$ cat src/rtl/md_unit_pkg.sv
// rtl/md_unit_pkg.sv - shared encodings and width default for the multiply/divide unit
package md_defs;

   localparam int MD_W = 32;

   typedef enum logic [2:0] {
      MD_NOP   = 3'd0,
      MD_MULT  = 3'd1,
      MD_MULTU = 3'd2,
      MD_DIV   = 3'd3,
      MD_DIVU  = 3'd4,
      MD_MTHI  = 3'd5,
      MD_MTLO  = 3'd6
   } md_op_e;

   typedef enum logic [1:0] {
      ST_IDLE = 2'd0,
      ST_RUN  = 2'd1,
      ST_FIX  = 2'd2
   } md_state_e;

endpackage

$ cat src/rtl/md_unit_if.sv
// rtl/md_unit_if.sv - request/result bundle between execute-stage control and md_unit
interface md_unit_if #(parameter int W = md_defs::MD_W);

   logic         start;
   logic [2:0]   md_op;
   logic [W-1:0] op_a;
   logic [W-1:0] op_b;
   logic         cancel;
   logic         busy;
   logic         done;
   logic [W-1:0] hi;
   logic [W-1:0] lo;

   modport master (
      output start, md_op, op_a, op_b, cancel,
      input  busy, done, hi, lo
   );

   modport slave (
      input  start, md_op, op_a, op_b, cancel,
      output busy, done, hi, lo
   );

endinterface

$ cat src/rtl/md_unit_div_step.sv
// rtl/md_unit_div_step.sv - one restoring-divide iteration
module md_div_step #(
   parameter int W = 32
) (
   input  logic [W:0]   part_rem,
   input  logic [W-1:0] divisor,
   output logic [W-1:0] next_rem,
   output logic         q_bit
);

   logic [W-1:0] diff;

   // Subtract when the shifted remainder covers the divisor; otherwise restore.
   // The W-bit difference is exact whenever it is kept because the result is below the divisor.
   always_comb begin
      q_bit    = (part_rem >= {1'b0, divisor});
      diff     = part_rem[W-1:0] - divisor;
      next_rem = q_bit ? diff : part_rem[W-1:0];
   end

endmodule

$ cat src/rtl/md_unit.sv
// rtl/md_unit.sv - iterative multiply/divide unit with architectural HI/LO
module md_unit
   import md_defs::*;
#(
   parameter int W = MD_W
) (
   input logic       clk,
   input logic       rst_n,
   md_unit_if.slave  bus
);

   localparam int CW = $clog2(W);

   md_state_e      st_q, st_d;
   logic [CW-1:0]  cnt_q, cnt_d;
   logic [2*W-1:0] acc_q, acc_d;
   logic [W-1:0]   m_q, m_d;
   logic           is_div_q, is_div_d;
   logic           neg_res_q, neg_res_d;
   logic           neg_rem_q, neg_rem_d;
   logic [W-1:0]   hi_q, hi_d;
   logic [W-1:0]   lo_q, lo_d;
   logic           busy_q, busy_d;
   logic           done_q, done_d;

   logic           mul_op, div_op, signed_op, a_neg, b_neg;
   logic [W-1:0]   a_mag, b_mag;
   logic [W:0]     mul_sum;
   logic [W-1:0]   div_rem;
   logic           div_qbit;
   logic [2*W-1:0] prod_fix;
   logic [W-1:0]   quo_fix, rem_fix;

   // Accumulator upper half plus the next dividend bit forms the partial remainder.
   md_div_step #(.W(W)) u_div_step (
      .part_rem ({acc_q[2*W-1:W], acc_q[W-1]}),
      .divisor  (m_q),
      .next_rem (div_rem),
      .q_bit    (div_qbit)
   );

   // Operand decode/magnitudes, the shift-add multiply step and the final sign fix-up.
   always_comb begin
      mul_op    = (bus.md_op == MD_MULT) || (bus.md_op == MD_MULTU);
      div_op    = (bus.md_op == MD_DIV)  || (bus.md_op == MD_DIVU);
      signed_op = (bus.md_op == MD_MULT) || (bus.md_op == MD_DIV);
      a_neg     = signed_op & bus.op_a[W-1];
      b_neg     = signed_op & bus.op_b[W-1];
      a_mag     = a_neg ? (~bus.op_a + 1'b1) : bus.op_a;
      b_mag     = b_neg ? (~bus.op_b + 1'b1) : bus.op_b;
      mul_sum   = {1'b0, acc_q[2*W-1:W]} + {1'b0, (acc_q[0] ? m_q : {W{1'b0}})};
      prod_fix  = neg_res_q ? (~acc_q + 1'b1) : acc_q;
      quo_fix   = neg_res_q ? (~acc_q[W-1:0] + 1'b1) : acc_q[W-1:0];
      rem_fix   = neg_rem_q ? (~acc_q[2*W-1:W] + 1'b1) : acc_q[2*W-1:W];
   end

   // Next-state logic: IDLE accepts work, RUN iterates W times, FIX commits HI/LO.
   always_comb begin
      st_d      = st_q;
      cnt_d     = cnt_q;
      acc_d     = acc_q;
      m_d       = m_q;
      is_div_d  = is_div_q;
      neg_res_d = neg_res_q;
      neg_rem_d = neg_rem_q;
      hi_d      = hi_q;
      lo_d      = lo_q;
      busy_d    = busy_q;
      done_d    = 1'b0;
      case (st_q)
         ST_IDLE: begin
            if (bus.start && !bus.cancel) begin
               if (mul_op || div_op) begin
                  st_d      = ST_RUN;
                  busy_d    = 1'b1;
                  cnt_d     = CW'(W - 1);
                  is_div_d  = div_op;
                  acc_d     = {{W{1'b0}}, (div_op ? a_mag : b_mag)};
                  m_d       = div_op ? b_mag : a_mag;
                  // A zero divisor yields an all-ones quotient regardless of operand signs.
                  neg_res_d = (a_neg ^ b_neg) & ~(div_op && (bus.op_b == {W{1'b0}}));
                  neg_rem_d = div_op & a_neg;
               end else if (bus.md_op == MD_MTHI) begin
                  hi_d = bus.op_a;
               end else if (bus.md_op == MD_MTLO) begin
                  lo_d = bus.op_a;
               end
            end
         end
         ST_RUN: begin
            if (bus.cancel) begin
               st_d   = ST_IDLE;
               busy_d = 1'b0;
            end else begin
               acc_d = is_div_q ? {div_rem, acc_q[W-2:0], div_qbit}
                                : {mul_sum, acc_q[W-1:1]};
               cnt_d = cnt_q - 1'b1;
               if (cnt_q == '0) st_d = ST_FIX;
            end
         end
         ST_FIX: begin
            st_d   = ST_IDLE;
            busy_d = 1'b0;
            if (!bus.cancel) begin
               done_d = 1'b1;
               if (is_div_q) begin
                  hi_d = rem_fix;
                  lo_d = quo_fix;
               end else begin
                  hi_d = prod_fix[2*W-1:W];
                  lo_d = prod_fix[W-1:0];
               end
            end
         end
         default: begin
            st_d   = ST_IDLE;
            busy_d = 1'b0;
         end
      endcase
   end

   // State, datapath and registered outputs; reset clears everything with no partial write.
   always_ff @(posedge clk or negedge rst_n) begin
      if (!rst_n) begin
         st_q      <= ST_IDLE;
         cnt_q     <= '0;
         acc_q     <= '0;
         m_q       <= '0;
         is_div_q  <= 1'b0;
         neg_res_q <= 1'b0;
         neg_rem_q <= 1'b0;
         hi_q      <= '0;
         lo_q      <= '0;
         busy_q    <= 1'b0;
         done_q    <= 1'b0;
      end else begin
         st_q      <= st_d;
         cnt_q     <= cnt_d;
         acc_q     <= acc_d;
         m_q       <= m_d;
         is_div_q  <= is_div_d;
         neg_res_q <= neg_res_d;
         neg_rem_q <= neg_rem_d;
         hi_q      <= hi_d;
         lo_q      <= lo_d;
         busy_q    <= busy_d;
         done_q    <= done_d;
      end
   end

   assign bus.busy = busy_q;
   assign bus.done = done_q;
   assign bus.hi   = hi_q;
   assign bus.lo   = lo_q;

endmodule

$ cat src/flat_wrapper.sv
// flat-port wrapper written by rule: the top's interface ports become plain ports
module md_unit_flat import md_defs::*;
#(
   parameter int W = MD_W
)
  (clk, rst_n, bus_start, bus_md_op, bus_op_a, bus_op_b, bus_cancel, bus_busy, bus_done, bus_hi, bus_lo);
  md_unit_if #(.W(W)) bus_i ();
  input logic clk;
  input logic rst_n;
  input wire logic [$bits(bus_i.start)-1:0] bus_start;
  input wire logic [$bits(bus_i.md_op)-1:0] bus_md_op;
  input wire logic [$bits(bus_i.op_a)-1:0] bus_op_a;
  input wire logic [$bits(bus_i.op_b)-1:0] bus_op_b;
  input wire logic [$bits(bus_i.cancel)-1:0] bus_cancel;
  output wire logic [$bits(bus_i.busy)-1:0] bus_busy;
  output wire logic [$bits(bus_i.done)-1:0] bus_done;
  output wire logic [$bits(bus_i.hi)-1:0] bus_hi;
  output wire logic [$bits(bus_i.lo)-1:0] bus_lo;
  assign bus_i.start = bus_start;
  assign bus_i.md_op = bus_md_op;
  assign bus_i.op_a = bus_op_a;
  assign bus_i.op_b = bus_op_b;
  assign bus_i.cancel = bus_cancel;
  assign bus_busy = bus_i.busy;
  assign bus_done = bus_i.done;
  assign bus_hi = bus_i.hi;
  assign bus_lo = bus_i.lo;
  md_unit #(.W(W)) u_core (.clk(clk), .rst_n(rst_n), .bus(bus_i));
endmodule
$ cat config.mk
export PLATFORM = sky130hd
export DESIGN_NAME = md_unit_flat
export DESIGN_NICKNAME = d
export VERILOG_FILES = /design/src/rtl/md_unit_pkg.sv /design/src/rtl/md_unit_if.sv /design/src/rtl/md_unit_div_step.sv /design/src/rtl/md_unit.sv /design/src/flat_wrapper.sv
export SDC_FILE = /design/constraint.sdc
export NUM_CORES = 1
export LEC_CHECK = 0
export CAP_MARGIN = 20
export CORE_MARGIN = 1.5
export CORE_UTILIZATION = 55
export DETAILED_ROUTE_END_ITERATION = 8
export PLACE_DENSITY = 0.77
export SLEW_MARGIN = 0
export SYNTH_ARGS = -nofsm -noshare
export SYNTH_HDL_FRONTEND = slang
export SYNTH_SLANG_ARGS = --single-unit
$ cat constraint.sdc
create_clock -name clk -period 4 [get_ports clk]
set_input_delay 0.6 -clock clk [delete_from_list [all_inputs] [get_ports clk]]
set_output_delay 0.6 -clock clk [all_outputs]
set_load 0.02 [all_outputs]
Yosys cells after proc, flatten, opt, wreduce, memory -nomap -nowiden

Cells that the tools add are included.

Register bits after elaboration: 172
Input port bits: 71
Output and inout port bits: 66
Logic and storage cells: 109

Add/sub/neg operators: 8
Magnitude comparators: 1
Eq/ne operators: 18
Multiplexer cells: 42
Bitwise gates (word level): 11
Reduce and logical (&&, ||, !) cells: 18

Operators with widths:

| operator                | number |
|---|---|
| $mux W32                | 19 |
| $mux W64                | 5 |
| $add A32 B1 Y32 const B | 4 |
| $not A32 Y32            | 4 |
| $pmux W32 S2            | 2 |
| $pmux W64 S2            | 1 |
| $add A64 B1 Y64 const B | 1 |
| $not A64 Y64            | 1 |
| $add A32 B32 Y33        | 1 |
| $ge A33 B32 Y1          | 1 |
| $logic_not A32 Y1       | 1 |
| $sub A32 B32 Y32        | 1 |
| $mux W5                 | 3 |
| $ne A2 B2 Y1 const B    | 5 |
| $pmux W5 S2             | 1 |
| $eq A3 B3 Y1 const B    | 3 |
| $reduce_and A3 Y1       | 3 |
| $mux W2                 | 4 |
| $ne A2 B1 Y1 const B    | 4 |
| $eq A3 B2 Y1 const B    | 2 |
| $reduce_and A6 Y1       | 1 |
| $logic_not A5 Y1        | 1 |
| $mux W1                 | 5 |
| $reduce_and A5 Y1       | 1 |
| 16 further kinds        | 24 |

Longest topological paths before layout

Depth after elaboration: 8
Depth in mapped cells: 15
Depth with buffers taken out: 14

Cells and area by module

Synthesis repeated with hierarchy kept, for this count alone.

Cells, all modules: 1958
Area, all modules: 15267.1 µm²

Modules (own cells, without submodules):

| module      | instances | cells an instance | area an instance (µm²) | seq. area each (µm²) |
|---|---|---|---|---|
| md_unit     | 1         | 1635              | 12936.2                | 4304.1 |
| md_div_step | 1         | 323               | 2331.0                 | 0.0 |

Worst setup path before layout

OpenSTA, ideal clock, no wires.

Kind: register to register
Start point: register u_core.acc_q[31]
End point: register u_core.acc_q[60]
Library setup time: 0.094 ns
Arrival time: 3.190 ns
Required time: 3.906 ns
Slack: 0.716 ns
Cell stages (with the launch flop): 15
Buffers on the path: 0
Clock period less this slack: 3.284 ns
Cell sequence: dfrtp_1 -> inv_1 -> ha_1 -> inv_1 -> fa_1 -> a211oi_1 -> o21ai_0 -> and3b_1 -> o41ai_1 -> o311a_1 -> o21bai_1 -> o21bai_1 -> mux2i_1 -> o22ai_1 -> a211oi_1

Longest elaborated chain between the ends: 5
Elaborated cells between the ends (all ways): 6
Those cells by class: add/sub (1); order compare (1); mux (4)

Ends and longest elaborated chain:

| item                                                      | RTL line                                       | source |
|---|---|---|
| start: declaration                                        | md_unit.sv:16                                  | `logic [2*W-1:0] acc_q, acc_d;` |
| start signal: assignment                                  | md_unit.sv:127                                 | `acc_q <= '0;` |
| start signal: assignment                                  | md_unit.sv:139                                 | `acc_q <= acc_d;` |
| $sub A32 B32 Y32 / $ge A33 B32 Y1 (equally long branches) | md_unit_div_step.sv:17, md_unit_div_step.sv:16 |  |
| $mux W32 (*)                                              | md_unit_div_step.sv:18                         | `next_rem = q_bit ? diff : part_rem[W-1:0];` |
| $mux W64 (*)                                              | md_unit.sv:95                                  | `acc_d = is_div_q ? {div_rem, acc_q[W-2:0], div_qbit}` |
| $mux W64 (*)                                              | md_unit.sv:91                                  | `if (bus.cancel) begin` |
| $pmux W64 S2 (*)                                          | md_unit.sv:70                                  | `case (st_q)` |

Every way passes the cells marked *; elsewhere a longest branch is shown, timed or not. The select of a mux whose other input is x is not followed.
A chain may end at the register's enable or synchronous reset.

Final worst setup path

Start point: register u_core.acc_q[0]
End point: register u_core.acc_q[63]

Longest elaborated chain between the ends: 5

Ends and longest elaborated chain:

| item             | RTL line      | source |
|---|---|---|
| $mux W32         | md_unit.sv:51 | `mul_sum = {1'b0, acc_q[2*W-1:W]} + {1'b0, (acc_q[0] ? m_q : {W{1'b0}})};` |
| $add A32 B32 Y33 | md_unit.sv:51 |  |
| $mux W64         | md_unit.sv:95 |  |
| $mux W64         | md_unit.sv:91 |  |
| $pmux W64 S2     | md_unit.sv:70 |  |

Every way passes these cells. The select of a mux whose other input is x is not followed.

==> flow_metrics.py <==
metrics = {
    "outcome": {
        "outcome": "finished clean",
    },
    "logic_synthesis": {
        "syn_area_um2": 14810,
        "ys.flop_type": "dfrtp_1",
        "synth.distinct_cells": 76,
        "synth_seq_cells": 172,
        "netlist_instances": 1938,
        "ys.warnings.count": 0,
        "synth_top_area_cell": "dfrtp_1",
        "syn_nets": 2081,
        "synth.area.top_cells": "dfrtp_1, o21ai_0, a21oi_1",
        "synth_edf_count": 0,
        "syn_avg_cell_area_um2": 7.644,
        "yosysSeqAreaShare_pct": 29.05,
        "synth_top_area_share_pct": 29.05,
        "async_flop_share_pct": 100.0,
    },
    "run": {
        "timing.max_cap.violations": 0,
    },
    "clock_tree": {
        "cts_tree": "built",
        "cts_setup_buffers": 0,
        "h-tree-depth": 4,
        "clkLatencyLatePin_ns": 0.45,
        "cts_buffers": 17,
        "hold_buffers": 0,
        "clock_path_buffers": 2,
        "cts_resized": 0,
        "root_buffer": "clkbuf_16",
        "clkTransAtPathRegs_ns": 0.09,
        "clock_sinks": 172,
    },
    "worst_setup_path": {
        "cp-startpoint": "u_core.acc_q[0]$_DFFE_PN0P_",
        "rrSetupSlack_ns": 0.24,
        "path_class": "flip-flop to flip-flop",
        "worstPathCellList": "inv_1 > nor2_1 > ha_1 > o211ai_1 > a21oi_1 > o21ai_0 > nand2_1 > or4_1 > nand2_1 > o21ai_0 > a31oi_1 > o211ai_1 > a32o_1",
        "slowest_delay_ns": 0.55,
        "critical_path_peak_fanout": 11,
        "setup.worst_path.end_class": "flip-flop",
        "r2r_end": "u_core.acc_q[63]$_DFFE_PN0P_",
        "arrival_ns": 4.10,
        "cp_num_buf_inv": 1,
        "r2r-start": "u_core.acc_q[0]$_DFFE_PN0P_",
        "r2r_cells": 13,
        "worst-path-stages": 13,
        "cp_slowest_cell": "or4_1",
        "critPathLaunchType": "flip-flop",
        "critPathCapture": "u_core.acc_q[63]$_DFFE_PN0P_",
        "cp_top_family": "compound AO/OA/AOI/OAI gates",
        "worstPathRequired_ns": 4.34,
    },
    "sta": {
        "whs_ns": 0.2301,
        "period_needed_ns": 3.761,
        "relSlewSlack_pct": 35.16,
        "fin_crit_sh_pct": 94.03,
        "setup_tns_ns": 0,
        "rsz0062_at_grt": "false",
        "fmax_mhz": 265.9,
        "hold_viol": 0,
        "slew_violations": 0,
        "worst_clock_skew_ns": 0.01985,
        "worst_slew_pin_slew_ns": 0.9726,
        "setup_viol": 0,
    },
    "die": {
        "rows": 59,
        "core_area_um2": 26280,
        "start_util_pct": 56.37,
        "io-pin-count": 137,
        "fp.dieArea_um2": 27930,
        "dieWidth_um": 167.1,
        "fp.dieH_um": 167.1,
    },
    "layout": {
        "final_area_um2": 17440,
        "nets": 2190,
        "drive_gt1_share_pct": 6.942,
        "syn_to_final_growth_pct": 17.71,
        "n_antenna_cell": 0,
    },
    "routing": {
        "via_count": 15520,
        "first_pass_iters": 6,
        "vias_per_cell": 6.478,
        "wl_um": 54840,
        "drt.antenna.violating_nets": 0,
        "wl_per_cell_um": 22.90,
        "drtIter0Drc": 2147,
        "drc": 0,
    },
    "power": {
        "power_density_nw_per_um2": 709.9,
        "power_leakage_uw": 0.007549,
        "power.internal_uw": 6360,
        "combPwrFrac_pct": 60.4,
        "power_uw": 12380,
        "seqPwrFrac_pct": 24.8,
        "p_sw_share_pct": 48.62,
        "switching_power_uw": 6019,
        "peakVddDrop_mv": 0.5554,
        "p_clk_share_pct": 14.8,
    },
    "global_route": {
        "antenna_found_initial": 0,
        "grt_max_degree": 88,
        "grt_pass1_wl_um": 84840,
        "grt.total_usage_pct": 39.45,
        "grt_overflow": 0,
        "grt_pass1_vias": 14470,
    },
    "placed_design": {
        "dp_hpwl_um": 42180,
        "gp_congestion": 1.029,
        "port_buffers": 136,
        "placed_area_um2": 16810,
    },
    "min_path": {
        "hold_class": "primary input to asynchronous set/reset pin",
    },
}
final cells by class:
| class | instances | area, µm² |
|---|---|---|
| multi-input combinational | 1579 | 9859 |
| fill | 2349 | 8842 |
| sequential | 172 | 4305 |
| timing repair buffer | 213 | 1998 |
| clock buffer | 19 | 432.9 |
| tap | 335 | 419.2 |
| inverter | 64 | 240.2 |
| clock inverter | 13 | 182.7 |
metrics by stage:
stage                     std cells  setup WS, ns  utilization, %
after floorplan                1938        0.7160               -
after global placement         2362        0.2691           63.95
after detailed placement       2362        0.1093           63.95
after CTS                      2394        0.3728           66.30
after global routing           2395       0.09648           66.35
final                          2395        0.2386           66.35
flip-flops by register name (all words and copies together) (netlist names):
| signal | cells |
|---|---|
| u_core.acc_q | 64 |
| u_core.bus.busy | 1 |
| u_core.bus.done | 1 |
| u_core.bus.hi | 32 |
| u_core.bus.lo | 32 |
| u_core.cnt_q | 5 |
| u_core.is_div_q | 1 |
| u_core.m_q | 32 |
| u_core.neg_rem_q | 1 |
| u_core.neg_res_q | 1 |
| u_core.st_q | 2 |
worst reg2reg max path: stages, from the launching register on:
cell and delay, ns:
dfrtp_1 0.38, inv_1 0.35, nor2_1 0.11, ha_1 0.35, o211ai_1 0.20, a21oi_1 0.07
o21ai_0 0.31, nand2_1 0.19, or4_1 0.55, nand2_1 0.13, o21ai_0 0.26, a31oi_1 0.34
o211ai_1 0.14, a32o_1 0.26
logic make-up after synthesis:
kind of cell / Yosys count / synth area share (%)
compound gates: 637 / 26.11
xor+xnor: 177 / 10.46
fa+ha+maj: 72 / 6.182
buf+inv: 187 / 4.797
flops: 172 / 29.05
mux: 44 / 3.032
simple gates: 649 / 20.35
worst min path at each step:
stage                     slack (ns)                          start  cells past startpoint                            end
after floorplan                 0.30                          rst_n                      0    u_core.acc_q[0]$_DFFE_PN0P_
final                           0.23                          rst_n                      1   u_core.bus.lo[4]$_DFFE_PN0P_
after global routing            0.30                          rst_n                      1   u_core.bus.lo[3]$_DFFE_PN0P_
after CTS                       0.26                          rst_n                      1   u_core.bus.lo[5]$_DFFE_PN0P_
after detailed placement        0.47  u_core.bus.lo[22]$_DFFE_PN0P_                      2  u_core.bus.lo[22]$_DFFE_PN0P_
after global placement          0.46  u_core.bus.lo[20]$_DFFE_PN0P_                      2  u_core.bus.lo[20]$_DFFE_PN0P_
cell usage in the layout (no fill, tap or decap), types with 12 or more instances in the layout:
master and count:
ha_1 70, clkbuf_16 17, clkdlybuf4s50_1 135, nor3_1 40, buf_4 72, mux2i_1 37
o41ai_1 12, dfrtp_1 171, o21ai_0 184, nor2b_1 12, nor2_1 203, xor2_1 79
a31oi_1 39, a21oi_1 183, o31ai_1 37, nand3_1 31, a211oi_1 17, nor4_1 13
nand2b_1 22, nand2_1 227, xnor2_1 98, and2_1 23, o22ai_1 23, a22oi_1 22
a21o_1 38, or3_1 15, inv_1 64
cell usage after synthesis (all sizes together), types with 13 or more instances:
cell type,n
o41ai,13
o31ai,37
inv,64
mux2i,37
or3,17
o22ai,23
nor4,14
clkbuf,112
xnor2,98
a22oi,23
nor3,41
dfrtp,172
nand3,31
nand2,227
nand2b,22
a211oi,17
a31oi,39
ha,70
and2,24
xor2,79
a21oi,183
nor2b,13
o21ai,193
nor2,204
a21o,38
power groups by stage:
stage | registers (µW) | logic [µW] | clock network [µW]
after detailed placement | 3050 | 7260 | 0
after CTS | 3010 | 7310 | 1830
after floorplan | 3030 | 4880 | 0
after global routing | 3120 | 8160 | 1910
after global placement | 3020 | 7160 | 0
final | 3060 | 7480 | 1840
metal layers:
layer  up-vias  track usage (%)  share of wire [%]
li1       7145                -                  -
met1      7219            55.52                 42
met2      1001            56.47                 41
met3       151            9.194                 12
met4         0            20.08                5.3
met5         -                0                  0
(Power assumes the default switching activity.)
